### src/rtl/qos_pkg.sv
// Shared types and constants for the weighted round-robin QoS read scheduler.
package qos_pkg;

    localparam int unsigned NCLASS = 4;  // number of class buffers
    localparam int unsigned DATA_W = 2;  // packet width per buffer
    localparam int unsigned CNT_W  = 3;  // buffer occupancy width
    localparam int unsigned STAT_W = 7;  // statistics counter width
    localparam int unsigned IDX_W  = 2;  // class index width

    // Default credits per round, class 3 highest priority.
    localparam int unsigned DEF_W3 = 4;
    localparam int unsigned DEF_W2 = 3;
    localparam int unsigned DEF_W1 = 2;
    localparam int unsigned DEF_W0 = 1;

    typedef enum logic [1:0] {
        StArb,
        StHold,
        StWait
    } state_e;

endpackage

### src/rtl/qos_prio_pick.sv
// Combinational highest-index picker: class 3 wins over class 0.
module qos_prio_pick
    import qos_pkg::*;
(
    input  logic [NCLASS-1:0] req_i,
    output logic [NCLASS-1:0] onehot_o,
    output logic [IDX_W-1:0]  idx_o,
    output logic              valid_o
);

    // Scan upwards so the highest requesting class overwrites lower ones.
    always_comb begin
        onehot_o = '0;
        idx_o    = '0;
        valid_o  = 1'b0;
        for (int i = 0; i < NCLASS; i++) begin
            if (req_i[i]) begin
                onehot_o    = '0;
                onehot_o[i] = 1'b1;
                idx_o       = IDX_W'(i);
                valid_o     = 1'b1;
            end
        end
    end

endmodule

### src/rtl/qos_scheduler.sv
// Weighted round-robin read scheduler: one grant per clk3sn rising edge,
// forwards the dequeued packet as a single tagged stream.
module qos_scheduler
    import qos_pkg::*;
#(
    parameter int unsigned W3     = DEF_W3,
    parameter int unsigned W2     = DEF_W2,
    parameter int unsigned W1     = DEF_W1,
    parameter int unsigned W0     = DEF_W0,
    parameter int unsigned CW     = 3,
    parameter int unsigned OUT_TO = 3
) (
    input  logic                      clk,
    input  logic                      rst_n,
    input  logic                      clk3sn,
    input  logic [NCLASS*CNT_W-1:0]   data_count,
    input  logic [NCLASS*DATA_W-1:0]  buf_data,
    input  logic [NCLASS-1:0]         buf_out_en,
    output logic [NCLASS-1:0]         rd,
    output logic [DATA_W-1:0]         tx_data,
    output logic [IDX_W-1:0]          tx_class,
    output logic                      tx_valid,
    output logic [STAT_W-1:0]         idle_ticks,
    output logic [STAT_W-1:0]         miss_count
);

    localparam int unsigned TmrW = (OUT_TO > 1) ? $clog2(OUT_TO) : 1;
    localparam logic [NCLASS-1:0][CW-1:0] Weights = {CW'(W3), CW'(W2), CW'(W1), CW'(W0)};

    state_e                   state_q, state_d;
    logic [NCLASS-1:0]        rd_q, rd_d;
    logic [IDX_W-1:0]         grant_q, grant_d;
    logic [NCLASS-1:0][CW-1:0] credit_q, credit_d;
    logic [TmrW-1:0]          timer_q, timer_d;
    logic [DATA_W-1:0]        tx_data_q, tx_data_d;
    logic [IDX_W-1:0]         tx_class_q, tx_class_d;
    logic                     tx_valid_q, tx_valid_d;
    logic [STAT_W-1:0]        idle_q, idle_d;
    logic [STAT_W-1:0]        miss_q, miss_d;
    logic                     prev3_q;

    logic                     clk3_edge;
    logic [NCLASS-1:0]        nonempty, elig, cand;
    logic                     reload;
    logic [NCLASS-1:0]        pick_onehot;
    logic [IDX_W-1:0]         pick_idx;
    logic                     pick_valid;
    logic [DATA_W-1:0]        grant_data;

    assign clk3_edge = !prev3_q && clk3sn;

    // Per-class occupancy/credit eligibility and the granted buffer's data lane.
    always_comb begin
        nonempty   = '0;
        elig       = '0;
        grant_data = '0;
        for (int i = 0; i < NCLASS; i++) begin
            nonempty[i] = (data_count[i*CNT_W +: CNT_W] != '0);
            elig[i]     = nonempty[i] && (credit_q[i] != '0);
            if (grant_q == IDX_W'(i)) begin
                grant_data = buf_data[i*DATA_W +: DATA_W];
            end
        end
    end

    // Round exhausted but work pending: pick against freshly reloaded credits.
    assign reload = (elig == '0) && (nonempty != '0);
    assign cand   = reload ? nonempty : elig;

    qos_prio_pick u_pick (
        .req_i    (cand),
        .onehot_o (pick_onehot),
        .idx_o    (pick_idx),
        .valid_o  (pick_valid)
    );

    // Arbitration FSM: next state, grant, credits and statistics.
    always_comb begin
        state_d    = state_q;
        rd_d       = rd_q;
        grant_d    = grant_q;
        credit_d   = credit_q;
        timer_d    = timer_q;
        tx_data_d  = tx_data_q;
        tx_class_d = tx_class_q;
        tx_valid_d = 1'b0;
        idle_d     = idle_q;
        miss_d     = miss_q;
        unique case (state_q)
            StArb: begin
                if (reload) begin
                    credit_d = Weights;
                end
                rd_d    = pick_valid ? pick_onehot : '0;
                grant_d = pick_idx;
                state_d = StHold;
            end
            StHold: begin
                if (clk3_edge) begin
                    if (rd_q != '0) begin
                        timer_d = '0;
                        state_d = StWait;
                    end else begin
                        idle_d  = idle_q + 1'b1;
                        state_d = StArb;
                    end
                end else if ((rd_q != '0) && !nonempty[grant_q]) begin
                    // Granted buffer drained before the edge: choose again.
                    rd_d    = '0;
                    state_d = StArb;
                end
            end
            StWait: begin
                timer_d = timer_q + 1'b1;
                if (buf_out_en[grant_q]) begin
                    tx_data_d  = grant_data;
                    tx_class_d = grant_q;
                    tx_valid_d = 1'b1;
                    if (credit_q[grant_q] != '0) begin
                        credit_d[grant_q] = credit_q[grant_q] - 1'b1;
                    end
                    rd_d    = '0;
                    state_d = StArb;
                end else if (timer_q == TmrW'(OUT_TO - 1)) begin
                    miss_d  = miss_q + 1'b1;
                    rd_d    = '0;
                    state_d = StArb;
                end
            end
            default: begin
                rd_d    = '0;
                state_d = StArb;
            end
        endcase
    end

    // State and output registers, async reset.
    always_ff @(posedge clk or negedge rst_n) begin
        if (!rst_n) begin
            state_q    <= StArb;
            rd_q       <= '0;
            grant_q    <= '0;
            credit_q   <= Weights;
            timer_q    <= '0;
            tx_data_q  <= '0;
            tx_class_q <= '0;
            tx_valid_q <= 1'b0;
            idle_q     <= '0;
            miss_q     <= '0;
            prev3_q    <= 1'b0;
        end else begin
            state_q    <= state_d;
            rd_q       <= rd_d;
            grant_q    <= grant_d;
            credit_q   <= credit_d;
            timer_q    <= timer_d;
            tx_data_q  <= tx_data_d;
            tx_class_q <= tx_class_d;
            tx_valid_q <= tx_valid_d;
            idle_q     <= idle_d;
            miss_q     <= miss_d;
            prev3_q    <= clk3sn;
        end
    end

    assign rd         = rd_q;
    assign tx_data    = tx_data_q;
    assign tx_class   = tx_class_q;
    assign tx_valid   = tx_valid_q;
    assign idle_ticks = idle_q;
    assign miss_count = miss_q;

endmodule

### config.mk
export PLATFORM = sky130hd
export DESIGN_NAME = qos_scheduler
export DESIGN_NICKNAME = d
export VERILOG_FILES = /design/src/rtl/qos_pkg.sv /design/src/rtl/qos_prio_pick.sv /design/src/rtl/qos_scheduler.sv
export SDC_FILE = /design/constraint.sdc
export NUM_CORES = 1
export LEC_CHECK = 0
export BUFFER_PORTS_ARGS = -buffer_cell sky130_fd_sc_hd__buf_2
export CORE_MARGIN = 2
export CORE_UTILIZATION = 48
export DETAILED_ROUTE_END_ITERATION = 6
export GPL_ROUTABILITY_DRIVEN = 0
export GPL_TIMING_DRIVEN = 0
export PLACE_DENSITY = 0.84
export REMOVE_ABC_BUFFERS = 1
export SLEW_MARGIN = 30
export SYNTH_ARGS = -nofsm -noshare
export SYNTH_HDL_FRONTEND = slang
export SYNTH_SLANG_ARGS = --single-unit
### constraint.sdc
create_clock -name clk -period 2.2 [get_ports clk]
set_clock_uncertainty 0.05 [all_clocks]
set_input_delay 0.11 -clock clk [delete_from_list [all_inputs] [get_ports clk]]
set_output_delay 0.11 -clock clk [all_outputs]
set_load 0.005 [all_outputs]
Yosys cells after proc, flatten, opt, wreduce, memory -nomap -nowiden
Cells that the tools add are included.
{"block": "word_totals", "regBits": 42, "inputBits": 27, "out_inout_bits": 23, "wordCells": 116}
{"block": "classes", "n_addsub": 4, "order_cmp": 2, "eq_ne": 15, "muxes": 46, "bitwise_logic": 2, "n_reduce_logical": 33}
{"cell": "12-bit 2-to-1 mux", "n": 3}
{"cell": "2-bit 2-to-1 mux", "n": 14}
{"cell": "4-bit 2-to-1 mux", "n": 7}
{"cell": "3-bit nonzero test", "n": 9}
{"cell": "12-bit case mux with 2 select lines", "n": 1}
{"cell": "7-bit by 1-bit adder with 7-bit output (second input constant)", "n": 2}
{"cell": "2-bit inequality test (second input constant)", "n": 7}
{"cell": "12-bit bitwise mux", "n": 1}
{"cell": "4-bit case mux with 3 select lines", "n": 1}
{"cell": "3-bit AND reduction", "n": 4}
{"cell": "1-bit 2-to-1 mux", "n": 10}
{"cell": "3-bit 2-to-1 mux", "n": 3}
{"cell": "2-bit equality test (second input constant)", "n": 4}
{"cell": "1-bit logical AND", "n": 8}
{"cell": "4-bit nonzero test", "n": 2}
{"cell": "3-bit binary-select mux with 2-bit select", "n": 1}
{"cell": "3-bit demux with 2-bit select", "n": 1}
{"cell": "3-bit inequality test (second input constant)", "n": 2}
{"cell": "2-bit case mux with 3 select lines", "n": 1}
{"cell": "1-bit binary-select mux with 2-bit select", "n": 2}
{"cell": "2-bit by 1-bit equality test with 1-bit output (second input constant)", "n": 2}
{"cell": "2-bit logical NOT", "n": 2}
{"cell": "4-bit logical NOT", "n": 1}
{"cell": "2-bit case mux with 2 select lines", "n": 1}
{"cell": "9 further kinds", "n": 13}

Longest topological paths before layout
Gate-level depths: netlist of the first run.
{"block": "logic_depth", "depth_word": 11, "ltp_mapped": 8, "depth_no_buf": 7}

Hierarchy
Synthesis of the first run repeated with hierarchy kept, for this count alone.
{"block": "hier_totals", "hier_cells": 239, "hier_area_um2": 2497.4}
{"module": "qos_scheduler", "n_inst": 1, "cells_per_inst": 230, "area_each_um2": 2444.8, "seq_area_each_um2": 1057.3}
{"module": "qos_prio_pick", "n_inst": 1, "cells_per_inst": 9, "area_each_um2": 52.6, "seq_area_each_um2": 0.0}

Worst setup path before layout of the first run
Ideal clock, no wire load.
{"block": "synth_timing", "path_type": "flip-flop to flip-flop", "start": "register grant_q[0]", "end": "register credit_q[2] (netlist bit)", "setup_ns": 0.121, "arrival_time_ns": 1.952, "t_required_ns": 2.029, "setup_slack_ns": 0.077, "stages_incl_launch_ff": 9, "n_path_buf": 1, "synth_period_minus_slack_ns": 2.123, "cell_sequence": "dfrtp_1 > buf_2 > mux4_2 > inv_1 > ha_1 > ha_1 > or2_1 > nor2_1 > a22o_1"}
{"block": "synth_between", "elab_chain_cells": 8, "word_cells_on_any_way": 18, "classes_between": "add/sub (1); order compare (2); eq/ne (2); mux (10); reduce/logical (3)"}
{"item": "start, declared", "line_no": "qos_scheduler.sv:32", "text": "logic [IDX_W-1:0] grant_q, grant_d;"}
{"item": "start signal, assigned", "line_no": "qos_scheduler.sv:154", "text": "grant_q <= grant_d;"}
{"item": "2-bit by 3-bit less-than comparator with 1-bit output (implied by the code) / 2-bit by 1-bit greater-or-equal comparator with 1-bit output (equally long branches)", "line_no": "qos_scheduler.sv:120", "text": "credit_d[grant_q] = credit_q[grant_q] - 1'b1;"}
{"item": "1-bit logical AND (implied by the code)", "line_no": "qos_scheduler.sv:120"}
{"item": "3-bit 2-to-1 mux (implied by the code)", "line_no": "qos_scheduler.sv:120"}
{"item": "3-bit demux with 2-bit select", "line_no": "qos_scheduler.sv:120"}
{"item": "12-bit bitwise mux", "line_no": "qos_scheduler.sv:120"}
{"item": "12-bit 2-to-1 mux", "line_no": "qos_scheduler.sv:119", "text": "if (credit_q[grant_q] != '0) begin"}
{"item": "12-bit 2-to-1 mux", "line_no": "qos_scheduler.sv:115", "text": "if (buf_out_en[grant_q]) begin"}
{"item": "12-bit case mux with 2 select lines", "line_no": "qos_scheduler.sv:89", "text": "unique case (state_q)"}
{"item": "end signal, assigned", "line_no": "qos_scheduler.sv:143", "text": "credit_q <= Weights;"}
{"item": "end signal, assigned", "line_no": "qos_scheduler.sv:155", "text": "credit_q <= credit_d;"}
{"item": "end, declared", "line_no": "qos_scheduler.sv:33", "text": "logic [NCLASS-1:0][CW-1:0] credit_q, credit_d;"}
Several ways; a longest one is shown, not always the timed one. The select of a mux whose other input is x is not followed.
A chain may end at the register's enable or synchronous reset.

Final worst setup path of the first run
{"block": "layout_timing", "start": "register grant_q[0]", "end": "register credit_q[8] (netlist bit)"}
Same word-level chain as after synthesis.

==> results of run 1 <==
routing by layer:
layer / share of wire / routed length [um] / up-vias / global-route usage
met5: 0 / 0 / - / 0
met4: 0.012 / 63 / 0 / 0.0839
met3: 0.076 / 383 / 8 / 0.0613
met2: 0.50 / 2530 / 82 / 0.357
met1: 0.41 / 2080 / 868 / 0.268
li1: - / - / 817 / -
worst max-delay path, delay by kind of cell, from the launching register on:
kind,cells,cell delay [ps]
simple gates,2,230
buf+inv,1,90
flops,1,470
fa+ha+maj,2,370
compound gates,1,240
mux,1,530
through the flow:
stage | total power, uW | utilization | cell area [sq um] | hold slack [ps] | TNS, ps
finish | 2790 | 0.611 | 2640 | 217 | 0
CTS | 2770 | 0.601 | 2600 | 199 | 0
global placement | 2130 | 0.566 | 2450 | 194 | -2770
floorplan | 1840 | - | 2140 | -236 | 0
global route | 2980 | 0.611 | 2640 | 210 | 0
detailed placement | 2180 | 0.566 | 2450 | 195 | -4240
report_power, final:
group	internal, uW	switching (uW)	total, uW
Clock	252	272	524
Sequential	996	208	1200
Combinational	524	538	1060
cell families after synthesis:
kind of cell / after synthesis / share of synthesized area
and+or+nand+nor: 68 / 0.178
DFF: 42 / 0.491
AOI/OAI and AO/OA: 38 / 0.130
xor gates and xnor gates: 13 / 0.0528
buffers and inverters: 13 / 0.0250
muxes: 12 / 0.0941
adders and majority gates: 5 / 0.0290
Yosys cell counts (all sizes together):
cell | number | area share
dfstp | 5 | 0.061
nor2b | 4 | 0.012
a31oi | 1 | 0.0029
buf | 2 | 0.0058
nor2 | 21 | 0.038
a211o | 1 | 0.0041
o21ai | 6 | 0.014
nor4 | 3 | 0.023
nand4 | 4 | 0.012
a22o | 5 | 0.020
xnor2 | 9 | 0.037
xor2 | 4 | 0.016
mux4 | 6 | 0.063
inv | 10 | 0.017
a21oi | 5 | 0.012
clkbuf | 1 | 0.0017
a32oi | 2 | 0.0081
nand3 | 3 | 0.0070
dfrtp | 37 | 0.43
o22ai | 6 | 0.017
o2bb2ai | 4 | 0.016
nand2 | 11 | 0.019
nor3 | 10 | 0.028
or3 | 1 | 0.0029
or4 | 1 | 0.0052
a2bb2oi | 2 | 0.011
o31ai | 2 | 0.0070
and4 | 3 | 0.012
o311a | 1 | 0.0046
o32ai | 2 | 0.0081
a32o | 1 | 0.0046
mux2 | 6 | 0.031
nand2b | 2 | 0.0058
or2 | 5 | 0.015
ha | 5 | 0.029
final timing paths:
path,start,end,slack (ps),depth (start not counted)
setup / recovery,grant_q[0],credit_q[8],100,7
hold / removal,buf_data[1],tx_data[1],220,3
setup reg to reg,grant_q[0],credit_q[8],100,7
hold reg to reg,miss_count[6],miss_count[6],430,1
max in group asynchronous,rst_n,grant_q[0],1430,2
min in group asynchronous,rst_n,tx_data[1],280,2
registers in the layout, indices dropped and copies added (netlist names):
register / flops
tx_class: 2
tx_data: 2
grant_q: 2
state_q: 2
rd: 4
credit_q: 12
idle_ticks: 7
miss_count: 7
timer_q: 2
tx_valid: 1
prev3_q: 1
cells in the final DEF (no fill, tap or decap), drive strengths merged, types with 2 or more instances in the layout:
cell         netlist  final
buf                2     52
dfrtp             37     37
nor2              21     21
nand2             11     11
inv               10     10
nor3              10     10
xnor2              9      9
mux4               6      6
mux2               6      6
o21ai              6      6
clkbuf             1      6
o22ai              6      6
a22o               5      5
a21oi              5      5
dfstp              5      5
or2                5      5
ha                 5      5
nand4              4      4
xor2               4      4
o2bb2ai            4      4
nor2b              4      4
and4               3      3
nand3              3      3
nor4               3      3
nand2b             2      2
o32ai              2      2
o31ai              2      2
a32oi              2      2
dlygate4sd3        0      2
a2bb2oi            2      2
repair_timing:
action,4_1_cts,5_1_grt
endpoints found under the hold margin,38,0
gates resized for setup,5,9
hold buffers,2,0
pin swaps,0,2
endpoints found under the setup margin,26,14
setup buffers,3,0
area by class of cell:
cell class / count / share of cell area
Multi-Input combinational cell: 136 / 0.413
Tap cell: 52 / 0.0246
Timing Repair Buffer: 54 / 0.110
Sequential cell: 42 / 0.402
Inverter: 10 / 0.0142
Clock inverter: 2 / 0.00474
Clock buffer: 6 / 0.0313
==> metrics.csv, run 1 <==
metric,value,unit
fin_crit,2100,ps
slew_headroom,0.571,
synth_area,2150,sq um
slowest_stage,mux4_2,
cp.arrival,2240,ps
leakagePower,0.00123,uW
die_w,71.0,um
timing.final.ws_setup,96.7,ps
fin_nets,281,
p_per_area,1060,nW/um^2
ys_ff_latch,42,
clk_latency,300,ps
synth_seq_area_share,0.491,
worst_ep_required_time,2340,ps
worst_setup_path_start_kind,flip-flop,
synthToLayoutAreaGrowth,22.5,%
end_kind,flip-flop,
grt_max_degree,43,
io_buffers,49,
post-route-period-util,0.956,
initial_core_util,0.498,
worst-path-max-fanout,6,
path_cells,mux4_2 -> inv_2 -> ha_1 -> ha_2 -> or2_4 -> nor2_1 -> a22o_1,
vias_per_cell,5.88,
critPathKind,reg2reg,
seq_area,1060,sq um
slew_viol_final,0,
synth.distinct_cells,41,
multiInputGateArea,1090,sq um
detail_route.first_pass.iterations,4,
grt_util_all_layers,0.215,
synth.avg_cell_area,11.3,sq um
rows,24,
via_count,1775,
boundaryPins,50,
htreeDepth,2,
first_iter_violations,171,
worst_pin_slew,644,ps
grt_pass1_vias,1842,
hold_viol,0,
post-route-drc-count,0,
cts_made_buffers,5,
layout.cells.non_filler,302,
antenna_cells,0,
rsz0062_at_grt,no,
clock_path_buffers,2,
outcome,finished clean,
slowest_delay,530,ps
fillers,355,
hold_class,in2reg,
dpl.hpwl,3480,um
grt_pass1_wl,8440,um
dieArea,5040,sq um
yosys_warnings,0,
die_y,71.0,um
clk_pin_slew,80,ps
placedCellCount,289,
drv_cap,0,
fmax,475,MHz
vdd_drop_max,572,uV
grt_overflow,0,
wl_per_cell,16.8,um
setup_viol,0,
core,4320,sq um
syn-instance-count,191,
cts_tree,yes,
dp_slack,-285,ps
clockRootBuffer,clkbuf_8,
antenna_found_initial,0,
routed_wl,5060,um
numClockSinks,42,
postRouteAntennaNets,0,
layout-drive-gt1-share,0.400,
No activity file was read; power rests on OpenSTA's default activity.
==> run 2, diff against run 1 <==
Settings changed: CELL_PAD_IN_SITES_DETAIL_PLACEMENT set to 2, CELL_PAD_IN_SITES_GLOBAL_PLACEMENT set to 2, CORE_UTILIZATION 48 to 31, PLACE_DENSITY 0.84 to 0.85.
==> run 2 against run 1 <==
  * Worst hold slack got worse by 23 ps
  * Clock power rose by 18%
  * Clock-buffer cell count did not move
  * Sequential power barely moved
  * Critical path type unchanged
==> metrics.csv, run 2 (synthesis gave the netlist of run 1 again) <==
metric,value,unit,change
worst_setup_path_start_kind,flip-flop,,
die_w,87.4,um,+23%
clk_pin_slew,80,ps,about the same
regMostFlops,credit_q,,
final_common_cell,buf_2,,
post-route-period-util,0.961,,+0.00462
outcome,finished clean,,
dieArea,7630,sq um,+51%
die_y,87.4,um,+23%
htreeDepth,2,,unchanged
clockRootBuffer,clkbuf_8,,
clock_path_buffers,2,,unchanged
placedCellCount,319,,+10%
slew_viol_final,0,,unchanged
worst_pin_slew,659,ps,+15.4 ps
first_iter_violations,107,,-37%
grt_pass1_wl,9960,um,+18%
cp.arrival,2250,ps,about the same
reg2reg_depth,7,,unchanged
tns,0,ps,unchanged
rsz0062_at_grt,no,,
r2r_slack,90,ps,about the same
fillers,749,,+110%
core,6760,sq um,+56%
synthToLayoutAreaGrowth,26.9,%,
fin_nets,285,,+1.4%
r2r_start,grant_q[0],,
antenna_cells,0,,unchanged
post-route-drc-count,0,,unchanged
timing.final.ws_setup,86.6,ps,-10.2 ps
vias_per_cell,5.35,,-8.9%
grt_max_degree,18,,-58%
detail_route.first_pass.iterations,4,,unchanged
drv_cap,0,,unchanged
p_per_area,1080,nW/um^2,+2.0%
via_count,1788,,+0.73%
slew_headroom,0.561,,-0.0103
layout.cells.non_filler,334,,+11%
worst_ep_required_time,2340,ps,about the same
antenna_found_initial,0,,unchanged
vdd_drop_max,389,uV,-32%
clk_latency,300,ps,about the same
utilization,0.405,,-0.206
grt_pass1_vias,1944,,+5.5%
rows,30,,+25%
cts_tree,yes,,
io_buffers,49,,unchanged
fmax,473,MHz,-0.48%
largest_reg_flops,12,,unchanged
initial_core_util,0.319,,-0.179
hold_class,in2async,,
leakagePower,0.00126,uW,+2.5%
critPathKind,reg2reg,,
fin_crit,2110,ps,+10.2 ps
end_kind,flip-flop,,
routed_wl,6190,um,+22%
grt_util_all_layers,0.170,,-0.0456
layout-drive-gt1-share,0.406,,+0.00551
postRouteAntennaNets,0,,unchanged
wl_per_cell,18.5,um,+11%
worst-path-max-fanout,6,,unchanged
numClockSinks,42,,unchanged
hold_viol,0,,unchanged
boundaryPins,50,,unchanged
dpl.hpwl,4600,um,+32%
timing.rr.end,credit_q[3],,
cts_made_buffers,5,,unchanged
grt_overflow,0,,unchanged
dp_slack,-320,ps,-35.4 ps
setup_viol,0,,unchanged
layout_common_cells,"buf_2, dfrtp_1, nor2_1",,
-- run 2: metrics by stage --
step	power, uW	instance area (sq um)	hold WS [ps]
after floorplan	1840	2140	-236
after global placement	2170	2480	191
after detailed placement	2260	2530	-6.64
after CTS	2960	2710	199
after global routing	3150	2740	241
final	2950	2740	195
-- run 2: worst max path at each step --
stage / from / endpoint / slack, ps / depth (start not counted)
floorplan: grant_q[0] / credit_q[2] / 60 / 7
global placement: grant_q[0] / credit_q[2] / -270 / 7
detailed placement: grant_q[0] / credit_q[5] / -320 / 7
CTS: grant_q[0] / credit_q[5] / 20 / 7
global route: grant_q[0] / credit_q[3] / 5 / 7
finish: grant_q[0] / credit_q[3] / 90 / 7
-- run 2: final cells by class --
| class | count | area, sq um | share of cell area |
|---|---|---|---|
| clock buffers | 6 | 72.6 | 0.0265 |
| well taps | 80 | 100 | 0.0366 |
| multi-input cells | 136 | 1080 | 0.394 |
| repair buffers | 58 | 345 | 0.126 |
| inverters | 10 | 37.5 | 0.0137 |
| clock inverters | 2 | 37.5 | 0.0137 |
| flip-flops and latches | 42 | 1060 | 0.389 |
-- run 2: routing by layer --
| layer | vias up | share of wire | track usage |
|---|---|---|---|
| li1 | 827 | - | - |
| met1 | 910 | 0.44 | 0.218 |
| met2 | 47 | 0.52 | 0.293 |
| met3 | 4 | 0.036 | 0.0256 |
| met4 | 0 | 0.010 | 0.0545 |
| met5 | - | 0 | 0 |
-- run 2: power breakdown --
group	internal, uW	leakage (uW)	switching [uW]
Sequential	1000	0.000527	225
Combinational	536	0.000680	567
Clock	339	0.0000514	281
Total	1870	0.00126	1070
-- run 2: repair_timing --
item	in CTS	in global routing
cloned	0	0
setup buffers	3	2
pin swaps	1	2
gates resized for setup	8	6
hold buffers	2	0
setup endpoints to repair	27	15
endpoints found under the hold margin	28	0
-- run 2: worst max-delay path, cell delays in order, from the launching register on --
cell	delay, ps
dfrtp_4	540
mux4_2	370
inv_2	50
ha_1	180
ha_2	190
nor2_4	220
o22ai_2	160
a32o_1	250
==> run 3, diff against run 2 <==
Settings changed: CORE_ASPECT_RATIO set to 0.9.
==> run 3 against run 2 <==
  * Sequential cell count unchanged
  * Highest routed layer unchanged
  * Routed wire length up 7.0%
  * Non-clock buffer count unchanged
  * Critical endpoint unchanged
  * Largest cell class unchanged
==> metrics.csv, run 3 (synthesis gave the netlist of run 1 again) <==
metric,value,unit,change
outcome,finished clean,,
grt_pass1_vias,1959,,+0.77%
placedCellCount,328,,+2.8%
vias_per_cell,5.19,,-3.1%
slowest_stage,dfrtp_2,,
clk_pin_slew,90,ps,about the same
dieArea,7630,sq um,about the same
cts_made_buffers,5,,unchanged
dp_slack,-384,ps,-63.8 ps
r2r_start,grant_q[0],,
switchingPower,1150,uW,+7.1%
switching_share,0.383,,+0.0188
slew_headroom,0.616,,+0.0551
utilization,0.416,,+0.0112
fin_crit,2170,ps,+59.3 ps
layout-drive-gt1-share,0.417,,+0.0118
vdd_drop_max,536,uV,+38%
wl_per_cell,19.3,um,+3.9%
hp-start,buf_data[4],,
post-route-period-util,0.988,,+0.0270
timing.rr.end,credit_q[3],,
antenna_cells,0,,unchanged
layout_common_cells,"buf_2, dfrtp_1, nor2_1",,
path_cells,buf_4 -> buf_4 -> mux4_2 -> inv_1 -> ha_4 -> nor2_4 -> o22ai_2 -> a32o_1,,
die_y,83.1,um,-4.9%
hold_viol,0,,unchanged
reg2reg_depth,8,,+1
intPower,1850,uW,-1.2%
critPathKind,reg2reg,,
detail_route.first_pass.iterations,4,,unchanged
combPwrFrac,0.423,,+0.049
final_common_cell,buf_2,,
worst-path-max-fanout,8,,+2
numClockSinks,42,,unchanged
timing.final.ws_setup,27.2,ps,-59.3 ps
post-route-drc-count,0,,unchanged
routed_wl,6630,um,+7.0%
cts_tree,yes,,
seqPwrFrac,0.406,,-0.010
antenna_found_initial,0,,unchanged
worst_pin_slew,576,ps,-82.7 ps
p_per_area,1080,nW/um^2,+0.61%
worst_ep_required_time,2350,ps,about the same
slew_viol_final,0,,unchanged
clk_latency,310,ps,about the same
rows,28,,-6.7%
holdPathEnd,tx_data[0],,
boundaryPins,50,,unchanged
layout.cells.non_filler,344,,+3.0%
p_clk_frac,0.171,,-0.039
grt_max_degree,24,,+6
path_common_cell,buf_4,,
htreeDepth,2,,unchanged
whs_path_depth,3,,
via_count,1785,,-0.17%
leakagePower,0.00126,uW,+0.44%
dpl.hpwl,4650,um,+1.1%
r2r_slack,30,ps,-60 ps
hold_class,in2reg,,
setup_viol,0,,unchanged
fin_nets,285,,unchanged
die_w,91.9,um,+5.2%
first_iter_violations,65,,-39%
grt_util_all_layers,0.181,,+0.0111
regMostFlops,credit_q,,
cp.arrival,2320,ps,+70 ps
drv_cap,0,,unchanged
clock_path_buffers,2,,unchanged
largest_reg_flops,12,,unchanged
grt_overflow,0,,unchanged
initial_core_util,0.324,,+0.00480
worst_setup_path_start_kind,flip-flop,,
core,6660,sq um,-1.5%
fmax,460,MHz,-2.7%
postRouteAntennaNets,0,,unchanged
grt_pass1_wl,10800,um,+8.1%
io_buffers,49,,unchanged
end_kind,flip-flop,,
slowest_delay,480,ps,-60 ps
synthToLayoutAreaGrowth,28.5,%,
clockRootBuffer,clkbuf_8,,
run 3: worst max path at each step:
stage / endpoint / cells past startpoint / startpoint / slack (ps)
2_1_floorplan: credit_q[2] / 7 / grant_q[0] / 60
3_5_place_dp: credit_q[2] / 7 / grant_q[0] / -380
4_1_cts: credit_q[3] / 7 / grant_q[0] / 9
3_3_place_gp: credit_q[2] / 7 / grant_q[0] / -270
6_report: credit_q[3] / 8 / grant_q[0] / 30
5_1_grt: credit_q[3] / 8 / grant_q[0] / -20
run 3: worst max-delay path: cells and delay by family (launching register included):
family / cells / cell delay (ps)
DFF: 1 / 480
muxes: 1 / 320
and+or+nand+nor: 1 / 260
AOI/OAI and AO/OA: 2 / 410
buffers and inverters: 3 / 370
adders and majority gates: 1 / 180
run 3: layer usage:
layer  track usage  vias to the layer above  wire length (um)  share of wire
met5             0                        -                 0              0
met4        0.0502                        0                94          0.014
met3        0.0463                        8               237          0.036
met2         0.297                       27              3520           0.53
met1         0.237                      922              2780           0.42
li1              -                      828                 -              -
run 3: per-stage QoR:
| stage | power [uW] | TNS [ps] | instance area [sq um] | hold slack (ps) |
|---|---|---|---|---|
| 2_1_floorplan | 1840 | 0 | 2140 | -236 |
| 3_3_place_gp | 2170 | -2780 | 2500 | 196 |
| 3_5_place_dp | 2270 | -4760 | 2520 | 59.1 |
| 4_1_cts | 2890 | 0 | 2690 | 209 |
| 5_1_grt | 3220 | -91.8 | 2770 | 240 |
| 6_report | 3000 | 0 | 2770 | 234 |
run 3: power groups by stage:
| stage | registers [uW] | clock network (uW) | logic (uW) |
|---|---|---|---|
| 6_report | 1220 | 513 | 1270 |
| 5_1_grt | 1260 | 569 | 1390 |
| 4_1_cts | 1210 | 528 | 1150 |
| 3_5_place_dp | 1240 | 0 | 1030 |
| 3_3_place_gp | 1230 | 0 | 943 |
| 2_1_floorplan | 1190 | 0 | 654 |
run 3: repair_timing:
action | in CTS | in global routing
buffers inserted | 4 | 2
hold buffers | 2 | 0
hold endpoints to repair | 20 | 0
setup endpoints to repair | 26 | 18
pin swaps | 0 | 2
gates resized for setup | 6 | 13
run 3: cell type report:
class / instances / area, sq um
multi-input cells: 136 / 1120
repair buffers: 58 / 350
flip-flops and latches: 42 / 1060
inverters: 10 / 37.5
fillers: 724 / 3890
well taps: 90 / 113
clock buffers: 6 / 72.6
clock inverters: 2 / 13.8
